## src/rtl/gray_mon_pkg.sv

```systemverilog
// Shared types and constants for the Gray-code monitor: FSM state encoding
// and active-low seven-segment glyphs ordered {g,f,e,d,c,b,a}.
package gray_mon_pkg;

   typedef enum logic {
      PRIME = 1'b0,
      TRACK = 1'b1
   } state_t;

   localparam logic [6:0] SEG_BLANK = 7'h7F;
   localparam logic [6:0] SEG_ERR   = 7'h06;

   // Hex glyphs 0..F, active-low.
   localparam logic [6:0] SEG_GLYPH [0:15] = '{
      7'h40, 7'h79, 7'h24, 7'h30,
      7'h19, 7'h12, 7'h02, 7'h78,
      7'h00, 7'h10, 7'h08, 7'h03,
      7'h46, 7'h21, 7'h06, 7'h0E
   };

endpackage

```

## src/rtl/gray_monitor_gray2bin.sv

```systemverilog
// Purely combinational Gray-to-binary decoder. Each binary bit is the XOR
// of all Gray bits at or above its position, which avoids a bit-serial chain.
module gray2bin #(
   parameter int WIDTH = 3
) (
   input  logic [WIDTH-1:0] gray,
   output logic [WIDTH-1:0] bin
);

   genvar gi;
   generate
      for (gi = 0; gi < WIDTH; gi++) begin : g_bit
         assign bin[gi] = ^gray[WIDTH-1:gi];
      end
   endgenerate

endmodule

```

## src/rtl/gray_monitor.sv

```systemverilog
// Gray-code monitor: synchronises and debounces an asynchronous Gray bus,
// decodes it, and classifies each accepted change as step-up, step-down or
// illegal, with a sticky error flag and a saturating error counter.
// Optional seven-segment output is enabled by defining GRAY_MON_SEG_EN;
// without it seg_n is tied to the blank pattern.
module gray_monitor
   import gray_mon_pkg::*;
#(
   parameter int WIDTH         = 3,
   parameter int SETTLE_CYCLES = 2,
   parameter int ERR_CNT_W     = 8
) (
   input  logic                 clk,
   input  logic                 rst,
   input  logic [WIDTH-1:0]     gray_in,
   input  logic                 err_clr,
   output logic [WIDTH-1:0]     bin_out,
   output logic                 valid,
   output logic                 step_up,
   output logic                 step_dn,
   output logic                 err_pulse,
   output logic                 err_flag,
   output logic [ERR_CNT_W-1:0] err_count,
   output logic [6:0]           seg_n
);

   localparam int                   RUN_W    = 4;
   localparam logic [RUN_W-1:0]     RUN_LAST = RUN_W'(SETTLE_CYCLES - 1);
   localparam logic [ERR_CNT_W-1:0] CNT_MAX  = {ERR_CNT_W{1'b1}};

   // Synchroniser; fill flags mark when sync2_reg holds a real sample
   // rather than its reset value, so reset contents are never accepted.
   logic [WIDTH-1:0] sync1_reg, sync2_reg;
   logic             fill1_reg, fill2_reg;

   // Stability filter.
   logic [WIDTH-1:0] cand_reg;
   logic             cand_vld_reg;
   logic [RUN_W-1:0] run_reg;
   logic             stable;

   // Decoded candidate and its distance from the last accepted value.
   logic [WIDTH-1:0] cand_bin;
   logic [WIDTH-1:0] diff;

   // FSM and output registers.
   state_t               state_reg, state_next;
   logic [WIDTH-1:0]     bin_reg, bin_next;
   logic                 valid_reg, valid_next;
   logic                 up_reg, up_next;
   logic                 dn_reg, dn_next;
   logic                 errp_reg, errp_next;
   logic                 flag_reg, flag_next;
   logic [ERR_CNT_W-1:0] cnt_reg, cnt_next;

   // Two-flop synchroniser for the asynchronous Gray bus.
   always_ff @(posedge clk) begin
      if (rst) begin
         sync1_reg <= '0;
         sync2_reg <= '0;
         fill1_reg <= 1'b0;
         fill2_reg <= 1'b0;
      end else begin
         sync1_reg <= gray_in;
         sync2_reg <= sync1_reg;
         fill1_reg <= 1'b1;
         fill2_reg <= fill1_reg;
      end
   end

   // Candidate/run-length filter: any differing sample restarts the run.
   always_ff @(posedge clk) begin
      if (rst) begin
         cand_reg     <= '0;
         cand_vld_reg <= 1'b0;
         run_reg      <= '0;
      end else if (fill2_reg) begin
         if (!cand_vld_reg || (sync2_reg != cand_reg)) begin
            cand_reg     <= sync2_reg;
            cand_vld_reg <= 1'b1;
            run_reg      <= '0;
         end else if (run_reg != RUN_LAST) begin
            run_reg <= run_reg + RUN_W'(1);
         end
      end
   end

   // The run counter saturates, so a steady candidate stays "stable" and
   // the FSM filters repeats by comparing against the accepted value.
   assign stable = fill2_reg && cand_vld_reg && (sync2_reg == cand_reg)
                   && (run_reg == RUN_LAST);

   gray2bin #(
      .WIDTH (WIDTH)
   ) u_gray2bin (
      .gray (cand_reg),
      .bin  (cand_bin)
   );

   assign diff = cand_bin - bin_reg;

   // State and output register bank.
   always_ff @(posedge clk) begin
      if (rst) begin
         state_reg <= PRIME;
         bin_reg   <= '0;
         valid_reg <= 1'b0;
         up_reg    <= 1'b0;
         dn_reg    <= 1'b0;
         errp_reg  <= 1'b0;
         flag_reg  <= 1'b0;
         cnt_reg   <= '0;
      end else begin
         state_reg <= state_next;
         bin_reg   <= bin_next;
         valid_reg <= valid_next;
         up_reg    <= up_next;
         dn_reg    <= dn_next;
         errp_reg  <= errp_next;
         flag_reg  <= flag_next;
         cnt_reg   <= cnt_next;
      end
   end

   // Next-state and classification; an error on the same cycle as err_clr
   // counts from zero, so the error wins over the clear.
   always_comb begin
      state_next = state_reg;
      bin_next   = bin_reg;
      valid_next = valid_reg;
      up_next    = 1'b0;
      dn_next    = 1'b0;
      errp_next  = 1'b0;
      flag_next  = err_clr ? 1'b0 : flag_reg;
      cnt_next   = err_clr ? '0 : cnt_reg;
      case (state_reg)
         PRIME: begin
            if (stable) begin
               bin_next   = cand_bin;
               valid_next = 1'b1;
               state_next = TRACK;
            end
         end
         TRACK: begin
            if (stable && (cand_bin != bin_reg)) begin
               bin_next = cand_bin;
               if (diff == WIDTH'(1)) begin
                  up_next = 1'b1;
               end else if (diff == {WIDTH{1'b1}}) begin
                  dn_next = 1'b1;
               end else begin
                  errp_next = 1'b1;
                  flag_next = 1'b1;
                  if (cnt_next != CNT_MAX) begin
                     cnt_next = cnt_next + ERR_CNT_W'(1);
                  end
               end
            end
         end
         default: state_next = PRIME;
      endcase
   end

   assign bin_out   = bin_reg;
   assign valid     = valid_reg;
   assign step_up   = up_reg;
   assign step_dn   = dn_reg;
   assign err_pulse = errp_reg;
   assign err_flag  = flag_reg;
   assign err_count = cnt_reg;

`ifdef GRAY_MON_SEG_EN
   logic [6:0] seg_reg;
   logic [3:0] nib;

   assign nib = 4'(bin_reg);

   // Glyph register trails bin_out by one cycle; error overrides the digit.
   always_ff @(posedge clk) begin
      if (rst) begin
         seg_reg <= SEG_BLANK;
      end else if (!valid_reg) begin
         seg_reg <= SEG_BLANK;
      end else if (flag_reg) begin
         seg_reg <= SEG_ERR;
      end else begin
         seg_reg <= SEG_GLYPH[nib];
      end
   end

   assign seg_n = seg_reg;
`else
   assign seg_n = SEG_BLANK;
`endif

endmodule

```

## config.mk

```make
export PLATFORM = sky130hd
export DESIGN_NAME = gray_monitor
export DESIGN_NICKNAME = d
export VERILOG_FILES = /design/src/rtl/gray_mon_pkg.sv /design/src/rtl/gray_monitor_gray2bin.sv /design/src/rtl/gray_monitor.sv
export SDC_FILE = /design/constraint.sdc
export NUM_CORES = 1
export LEC_CHECK = 0
export BUFFER_PORTS_ARGS = -buffer_cell sky130_fd_sc_hd__buf_4
export CAP_MARGIN = 15
export CORE_AREA = 2 2 68 70
export CTS_CLUSTER_DIAMETER = 200
export DETAILED_ROUTE_END_ITERATION = 6
export DIE_AREA = 0 0 70 72
export GPL_ROUTABILITY_DRIVEN = 0
export PLACE_DENSITY_LB_ADDON = 0.3
export SLEW_MARGIN = 5
export SYNTH_ARGS = -nofsm -noshare
export SYNTH_HDL_FRONTEND = slang
export SYNTH_SLANG_ARGS = --single-unit
```

## constraint.sdc

```tcl
create_clock -name clk -period 4.1 [get_ports clk]
set_input_delay 0.82 -clock clk [delete_from_list [all_inputs] [get_ports clk]]
set_output_delay 0.82 -clock clk [all_outputs]
set_load 0.005 [all_outputs]
```

==> results.ini, run 1 <==
[logic_synthesis]
ys_async_sr_fraction_pct = 0
synth_area_um2 = 1600
yosys.area.top_type_share_pct = 41.28
synth_top_cells_by_area = dfxtp_1 41%, mux2i_1 5.6%, nor2b_1 4.7%
avgSynthCellArea_um2 = 9.304
synth_edf_count = 0
synth_ff_type = dfxtp_1
yosysSeqAreaShare_pct = 41.28
synth.distinct_cells = 43
synth.most_common_cell = dfxtp_1
synthCells = 172
synth_warnings = 0
synth_commonest_cells = 33 x dfxtp_1, 14 x nor2_1, 12 x nor2b_1
ys_ff_latch = 33
synth_top_area_cell = dfxtp_1

[finish]
largest_reg_flops = 8
final.fill_count = 439
stdcell_count = 247
layout-drive-gt1-share_pct = 17.95
fin_nets = 207
multiInputGateArea_um2 = 864.6
syn2layout_area_growth_pct = 16.73
diodes = 0
fin_area_um2 = 1868
regArea_um2 = 660.6

[sta]
fin_crit_sh_pct = 76.40
clock.fmax_mhz = 319.2
tightestPinTransition_ps = 596.1
finalHoldViolations = 0
slew_headroom_pct = 59.89
rsz0062_at_grt = no
period_minus_slack_ps = 3132
tns_ps = 0
setup_viol = 0
finClkSkew_ps = 9.164
drv_slew = 0

[cts]
post_cts_resize_count = 0
clk_latency_ps = 290
path_clk_slew_ps = 70
postCtsSetupBuffers = 0
htree_levels = 2
cts_buffers = 5
cts_tree = built
cts-root-buf = clkbuf_8
cts_sinks = 33
cts_hold_buf = 0
clockBufferDepth = 2

[detailed_routing]
drt_iter0_drc = 67
drc = 0
wire_per_inst_um = 11.53
routed_wl_mm = 2.849
dr.pass1.iters = 4
drt-vias-per-instance = 4.846
ant_nets = 0
vias = 1197

[global_route]
grt_use_total_pct = 12.57
grt_max_degree = 34
grt_pass1_vias = 1078
overflow = 0
grt_antenna_before_repair = 0
grt_pass1_wl_mm = 4.919

[die]
initial_core_util_pct = 37.53
dieArea_um2 = 5040
rows = 24
core_um2 = 4264
num_io_pins = 29
dieWidth_um = 70
die_h_um = 72

[critical_path]
critPathMaxFanout = 7
path_buf_inv = 0
crit_required_ps = 4280
crit_path_top_delay_cell = fa_1
slowest_delay_ps = 570
cp_cell_sequence = xor2_1 > xnor2_1 > ha_1 > fa_1 > or3b_2 > a21o_1 > o2111a_1 > nand3_1 > mux2_2
worst-endpoint-arrival_ps = 3310
endpoint_kind = register
critical_path_class = reg2reg
cp-start-kind = register
cpLargestDelayFamily = adder cells

[pwr]
powerDensity_nw_per_um2 = 327.9
peakVddDrop_mv = 0.2096
sw_frac_of_total_pct = 22.78
p_sw_mw = 0.1396
comb_power_share_pct = 5.6
p_clk_share_pct = 40.5
seqPwrFrac_pct = 53.9
internal_power_mw = 0.4729
leakagePower_nw = 0.8116

[placement]
io_buffers = 21
hpwl_mm = 2.070
dp.cells = 240
place_area_um2 = 1778

[status]
status = completed

[flow_run]
maxCapViolCount = 0

[hold_path]
hp-class = reg2reg

[power groups by stage]
stage               clock [mW]  sequential [mW]  combinational, mW
global route             0.267            0.331             0.0390
CTS                      0.256            0.330             0.0347
detailed placement           0            0.338             0.0347
finish                   0.248            0.330             0.0344
global placement             0            0.337             0.0345
floorplan                    0            0.335             0.0317
[per-layer routing]
layer  GRT usage [%]  routed length [um]  vias up
met3           5.139                 160        5
met4           6.624                  65        0
met2           17.88                1199       27
met5               0                   0        -
met1           16.36                1423      537
li1                -                   -      628
[cell families after synthesis]
family,count (synthesis),share of synthesized area [%]
other,1,0.2343
flip-flops,33,41.28
AND/OR/NAND/NOR,69,25.33
adder cells (fa/ha/maj),6,5.160
buffers and inverters,19,6.098
multiplexers,10,6.333
XOR/XNOR,8,4.848
AO/OA/AOI/OAI,26,10.71
[worst paths after layout]
path / startpoint / to / slack (ps) / depth (start not counted)
max: cand_reg[2]$_SDFFE_PP0P_ / err_count[5]$_SDFF_PP0_ / 970 / 9
min: sync1_reg[2]$_SDFF_PP0_ / sync2_reg[2]$_SDFF_PP0_ / 440 / 1
max reg2reg: cand_reg[2]$_SDFFE_PP0P_ / err_count[5]$_SDFF_PP0_ / 970 / 9
min reg2reg: sync1_reg[2]$_SDFF_PP0_ / sync2_reg[2]$_SDFF_PP0_ / 440 / 1
[stage by stage]
stage	power, mW	hold WS [ps]	util, %	setup slack (ps)
4_1_cts	0.6205	439.4	43.81	956.8
5_1_grt	0.6371	462.5	43.81	719.7
3_3_place_gp	0.3720	418.2	41.70	1052
3_5_place_dp	0.3723	423.9	41.70	958.0
2_1_floorplan	0.3670	413.8	-	1171
6_report	0.6125	435.0	43.81	967.6
[placed cells by master, fill, tap and decap left out, drive strengths merged, types with 2 or more instances in the layout]
cell type | synthesis | layout
inv | 8 | 8
nor2b | 12 | 12
conb | 1 | 7
nand2 | 9 | 9
and3 | 6 | 6
a31oi | 2 | 2
dfxtp | 33 | 33
a21oi | 9 | 9
nand3 | 8 | 8
nor3b | 2 | 2
buf | 7 | 21
xnor2 | 3 | 3
nand3b | 2 | 2
o21ai | 5 | 5
mux2i | 9 | 9
and2 | 2 | 2
a21o | 3 | 3
nor3 | 2 | 2
and4b | 2 | 2
o2111ai | 2 | 2
xor2 | 5 | 5
ha | 5 | 5
nor4 | 2 | 2
clkbuf | 4 | 6
nor2 | 14 | 14
[final cells by class]
| cell class | count | area share [%] |
|---|---|---|
| Tap cell | 52 | 3.483 |
| Sequential cell | 33 | 35.37 |
| Timing Repair Buffer | 21 | 8.439 |
| Multi-Input combinational cell | 126 | 46.28 |
| Inverter | 8 | 1.608 |
| Clock inverter | 1 | 0.4019 |
| Clock buffer | 6 | 4.421 |
Note: power is estimated with default switching activity, not from simulation.
==> run 2, diff against run 1 <==
==> constraint.sdc (replaced) <==
create_clock -name clk -period 2.51 [get_ports clk]
set_input_delay 0.502 -clock clk [delete_from_list [all_inputs] [get_ports clk]]
set_output_delay 0.502 -clock clk [all_outputs]
set_load 0.005 [all_outputs]
==> results.ini, run 2 (synthesized netlist as in run 1, its figures left out) <==
[sta]
setup_ws_ps = -178.3  ; -1146 ps
hold_ws_ps = 428.1  ; -6.945 ps
clock.fmax_mhz = 372.0  ; +17%
fin_crit_sh_pct = 107.1  ; +31 points
rsz0062_at_grt = yes
finClkSkew_ps = 9.708  ; +0.5439 ps
period_minus_slack_ps = 2688  ; -444.1 ps
drv_slew = 0  ; unchanged
setup_viol = 9  ; +9
finalHoldViolations = 0  ; unchanged

[critical_path]
worst-endpoint-arrival_ps = 2870  ; -440 ps
r2r_start = cand_reg[1]$_SDFFE_PP0P_
crit_required_ps = 2690  ; -1590 ps
ff2ff_path_depth = 9  ; unchanged
cp-start-kind = register
r2r-end = err_count[5]$_SDFF_PP0_
worst-r2r-setup-slack_ps = -180  ; -1150 ps
endpoint_kind = register
critPathMaxFanout = 6  ; -1
critical_path_class = reg2reg

[die]
dieWidth_um = 70  ; unchanged
initial_core_util_pct = 37.53  ; unchanged
core_um2 = 4264  ; unchanged
die_h_um = 72  ; unchanged
rows = 24  ; unchanged
dieArea_um2 = 5040  ; unchanged
num_io_pins = 29  ; unchanged

[cts]
htree_levels = 2  ; unchanged
cts_hold_buf = 0  ; unchanged
cts-root-buf = clkbuf_8
clk_latency_ps = 280  ; about the same
cts_buffers = 5  ; unchanged
clockBufferDepth = 2  ; unchanged
cts_sinks = 33  ; unchanged
cts_tree = built
path_clk_slew_ps = 70  ; about the same

[detailed_routing]
vias = 1271  ; +6.2%
routed_wl_mm = 3.111  ; +9.2%
drt-vias-per-instance = 4.907  ; +1.3%
ant_nets = 0  ; unchanged
wire_per_inst_um = 12.01  ; +4.1%
drt_iter0_drc = 62  ; -7.5%
drc = 0  ; unchanged
dr.pass1.iters = 4  ; unchanged

[pwr]
p_total_mw = 1.020  ; +67%
powerDensity_nw_per_um2 = 493.9  ; +51%
leakagePower_nw = 0.8915  ; +9.8%
peakVddDrop_mv = 0.3311  ; +58%

[flow_run]
maxCapViolCount = 0  ; unchanged

[global_route]
grt_antenna_before_repair = 0  ; unchanged
overflow = 0  ; unchanged
grt_pass1_wl_mm = 5.326  ; +8.3%
grt_use_total_pct = 13.30  ; +0.73 points
grt_max_degree = 34  ; unchanged
grt_pass1_vias = 1248  ; +16%

[finish]
regArea_um2 = 668.1  ; +1.1%
fin_nets = 218  ; +5.3%
layout-drive-gt1-share_pct = 31.40  ; +13 points
diodes = 0  ; unchanged
final.fill_count = 440  ; +0.23%
layout_common_cells = 31 x dfxtp_1, 30 x buf_4, 14 x nor2_1
syn2layout_area_growth_pct = 29.09
largest_reg_flops = 8  ; unchanged
multiInputGateArea_um2 = 958.4  ; +11%
layout_commonest_cell = dfxtp_1

[hold_path]
hold_path.startpoint = gray_in[1]
whs_path_depth = 2  ; +1
min_to = sync1_reg[1]$_SDFF_PP0_
hp-class = in2reg

[placement]
hpwl_mm = 2.136  ; +3.2%
pre_cts_ws_ps = -196.7  ; -1155 ps
io_buffers = 21  ; unchanged

[status]
violations = setup timing
status = finished, violations left

run 2: cell count changes in the layout (fill, tap and decap cells not counted), moves of 2 or more:
| cell | previous run | this run |
|---|---|---|
| buf_4 | 21 | 30 |
| a21oi_1 | 9 | 6 |
| a21oi_2 | 0 | 3 |
| buf_6 | 0 | 2 |
| dfxtp_1 | 33 | 31 |
| dfxtp_4 | 0 | 2 |
| nand3_1 | 8 | 6 |
| nand3_2 | 0 | 2 |
| nor3_1 | 2 | 0 |
run 2: worst max path at each step:
stage | startpoint | end | slack [ps] | cells after the start
after CTS | cand_reg[1]$_SDFFE_PP0P_ | err_count[5]$_SDFF_PP0_ | -170 | 9
after global routing | cand_reg[1]$_SDFFE_PP0P_ | err_count[5]$_SDFF_PP0_ | -270 | 9
after global placement | cand_reg[1]$_SDFFE_PP0P_ | err_count[5]$_SDFF_PP0_ | -150 | 9
after detailed placement | cand_reg[1]$_SDFFE_PP0P_ | err_count[5]$_SDFF_PP0_ | -200 | 9
after floorplan | cand_reg[1]$_SDFFE_PP0P_ | err_count[5]$_SDFF_PP0_ | -140 | 9
final | cand_reg[1]$_SDFFE_PP0P_ | err_count[5]$_SDFF_PP0_ | -180 | 9
run 2: metal layers:
metal | part of all wire, % | global-route usage, %
met4 | 1.5 | 5.769
met1 | 45 | 15.54
met3 | 3.4 | 4.167
met2 | 50 | 22.65
met5 | 0 | 0
run 2: final cells by class:
type | count | share of cell area (%)
multi-input cells | 126 | 46.40
inverters | 8 | 1.454
well taps | 52 | 3.150
clock inverters | 2 | 0.6663
flip-flops and latches | 33 | 32.34
clock buffers | 6 | 3.998
repair buffers | 32 | 11.99
run 2: what timing repair did:
item / in CTS / in global routing
gates resized for setup: 9 / 6
setup endpoints to repair: 8 / 9
buffers inserted: 3 / 1
pin swaps: 5 / 2
run 2: critical path: stages, from the launching register on:
cell and delay [ps]:
dfxtp_4 360, xor2_4 190, xnor2_2 140, ha_2 190, fa_2 570, or3b_4 390
a21o_1 200, o2111a_2 180, nand3_2 80, mux2_4 290
run 2: power by group:
| part | total (mW) | internal (mW) | switching [mW] |
|---|---|---|---|
| clock | 0.419 | 0.222 | 0.197 |
| combinational | 0.0642 | 0.0291 | 0.0352 |
| sequential | 0.538 | 0.530 | 0.00720 |
| total | 1.02 | 0.781 | 0.239 |
run 2: metrics by stage:
step                cells  utilization [%]  setup TNS [ps]  area, um^2
global route          259            48.44           -1814        2066
CTS                   259            47.95          -925.0        2044
detailed placement    248            44.25          -932.3        1887
finish                259            48.44          -906.3        2066
floorplan             178                -          -292.8        1672
global placement      248            44.25          -640.3        1887
==> run 3, diff against run 2 <==
--- a/config.mk
+++ b/config.mk
@@ -13,6 +13,7 @@
 export DIE_AREA = 0 0 70 72
 export GPL_ROUTABILITY_DRIVEN = 0
 export PLACE_DENSITY_LB_ADDON = 0.3
+export SETUP_SLACK_MARGIN = 0.15
 export SLEW_MARGIN = 5
 export SYNTH_ARGS = -nofsm -noshare
 export SYNTH_HDL_FRONTEND = slang
==> results.ini, run 3 (synthesized netlist as in run 1, its figures left out) <==
[status]
status = finished, violations left
violations = setup timing

[sta]
drv_slew = 0  ; unchanged
fin_crit_sh_pct = 107.2  ; about the same
slew_headroom_pct = 66.69
clock.fmax_mhz = 371.8  ; about the same
period_minus_slack_ps = 2689  ; +1.175 ps
setup_ws_ps = -179.5  ; -1.175 ps
tns_ps = -899.7  ; +6.552 ps
rsz0062_at_grt = yes
finalHoldViolations = 0  ; unchanged
finClkSkew_ps = 7.345  ; -2.363 ps
tightestPinTransition_ps = 491.9
setup_viol = 9  ; unchanged
hold_ws_ps = 423.5  ; -4.572 ps

[cts]
cts_tree = built
cts_buffers = 5  ; unchanged
clockBufferDepth = 2  ; unchanged
clk_latency_ps = 280  ; about the same
htree_levels = 2  ; unchanged
path_clk_slew_ps = 70  ; about the same
cts-root-buf = clkbuf_8
cts_sinks = 33  ; unchanged

[detailed_routing]
dr.pass1.iters = 4  ; unchanged
ant_nets = 0  ; unchanged
drt-vias-per-instance = 4.913  ; +0.12%
drt_iter0_drc = 32  ; -48%
routed_wl_mm = 3.209  ; +3.2%
vias = 1302  ; +2.4%
wire_per_inst_um = 12.11  ; +0.81%
drc = 0  ; unchanged

[finish]
diodes = 0  ; unchanged
regArea_um2 = 668.1  ; unchanged
stdcell_count = 265  ; +2.3%
fin_util_pct = 49.38  ; +0.94 points
fin_nets = 224  ; +2.8%
syn2layout_area_growth_pct = 31.59
multiInputGateArea_um2 = 955.9  ; -0.26%
layout_common_cells = 34 x buf_4, 31 x dfxtp_1, 14 x nor2_1
final.fill_count = 431  ; -2.0%
largest_reg_flops = 8  ; unchanged
layout-drive-gt1-share_pct = 32.86  ; +1.5 points
layout_commonest_cell = buf_4

[critical_path]
crit_path_top_delay_cell = fa_2
cp-start-kind = register
worst-endpoint-arrival_ps = 2860  ; about the same
crit_required_ps = 2680  ; about the same
endpoint_kind = register
critical_path_class = reg2reg
path_buf_inv = 0  ; unchanged
cp_cell_sequence = xor2_4 > xnor2_2 > ha_2 > fa_2 > or3b_4 > a21o_1 > o2111a_2 > nand3_2 > mux2_4
cpLargestDelayFamily = adder cells
slowest_delay_ps = 560  ; about the same
critPathMaxFanout = 6  ; unchanged

[die]
dieWidth_um = 70  ; unchanged
core_um2 = 4264  ; unchanged
dieArea_um2 = 5040  ; unchanged
num_io_pins = 29  ; unchanged
die_h_um = 72  ; unchanged
rows = 24  ; unchanged
initial_core_util_pct = 37.53  ; unchanged

[hold_path]
hp-class = in2reg

[pwr]
peakVddDrop_mv = 0.3079  ; -7.0%
powerDensity_nw_per_um2 = 474.6  ; -3.9%
leakagePower_nw = 0.9120  ; +2.3%
p_total_mw = 0.9993  ; -2.1%

[flow_run]
maxCapViolCount = 0  ; unchanged

[global_route]
grt_pass1_wl_mm = 5.754  ; +8.0%
grt_pass1_vias = 1235  ; -1.0%
grt_max_degree = 34  ; unchanged
grt_use_total_pct = 14.20  ; +0.90 points
overflow = 0  ; unchanged
grt_antenna_before_repair = 0  ; unchanged

[placement]
dp.cells = 250  ; +0.81%
hpwl_mm = 2.204  ; +3.2%
io_buffers = 21  ; unchanged

run 3: changes by cell type in the layout (fill, tap and decap cells not counted), sizes merged:
| cell | previous run | this run |
|---|---|---|
| clkinvlp | 0 | 1 |
| buf | 32 | 38 |
| clkbuf | 6 | 5 |
run 3: path summary, 6_finish.rpt:
check | slack (ps) | start | endpoint | depth (start not counted)
worst max-delay path | -180 | cand_reg[1]$_SDFFE_PP0P_ | err_count[5]$_SDFF_PP0_ | 9
worst min-delay path | 420 | gray_in[1] | sync1_reg[1]$_SDFF_PP0_ | 2
worst max register to register | -180 | cand_reg[1]$_SDFFE_PP0P_ | err_count[5]$_SDFF_PP0_ | 9
worst min register to register | 440 | sync1_reg[0]$_SDFF_PP0_ | sync2_reg[0]$_SDFF_PP0_ | 1
run 3: cell type report:
cell class	count	area share, %
clock buffers	5	3.268
clock inverters	3	0.8318
inverters	8	1.426
multi-input cells	126	45.40
flip-flops and latches	33	31.73
well taps	52	3.090
repair buffers	38	14.26
run 3: stage by stage:
stage | area [um^2] | setup WS, ps
final | 2106 | -179.5
after floorplan | 1677 | -135.5
after global placement | 1907 | -148.4
after global routing | 2106 | -273.1
after detailed placement | 1907 | -201.3
after CTS | 2068 | -166.8
run 3: layer usage:
layer	share of wire (%)	vias up	track usage, %	routed length [um]
li1	-	661	-	-
met1	47	594	18.47	1512
met2	46	41	22.43	1480
met3	5.4	6	4.444	174
met4	1.3	0	5.128	41
met5	0	-	0	0
run 3: where the power goes:
part           switching (mW)  total [mW]  internal, mW  leakage, nW
registers             0.00463       0.535         0.530        0.270
clock network           0.202       0.393         0.191       0.0439
logic                  0.0391      0.0716        0.0325        0.598
run 3: repair_timing:
item	in CTS	in global routing
resized for setup	10	5
endpoints found under the hold margin	0	0
hold buffers	0	0
endpoints found under the setup margin	9	10
buffers inserted	5	2
pin swaps	6	3
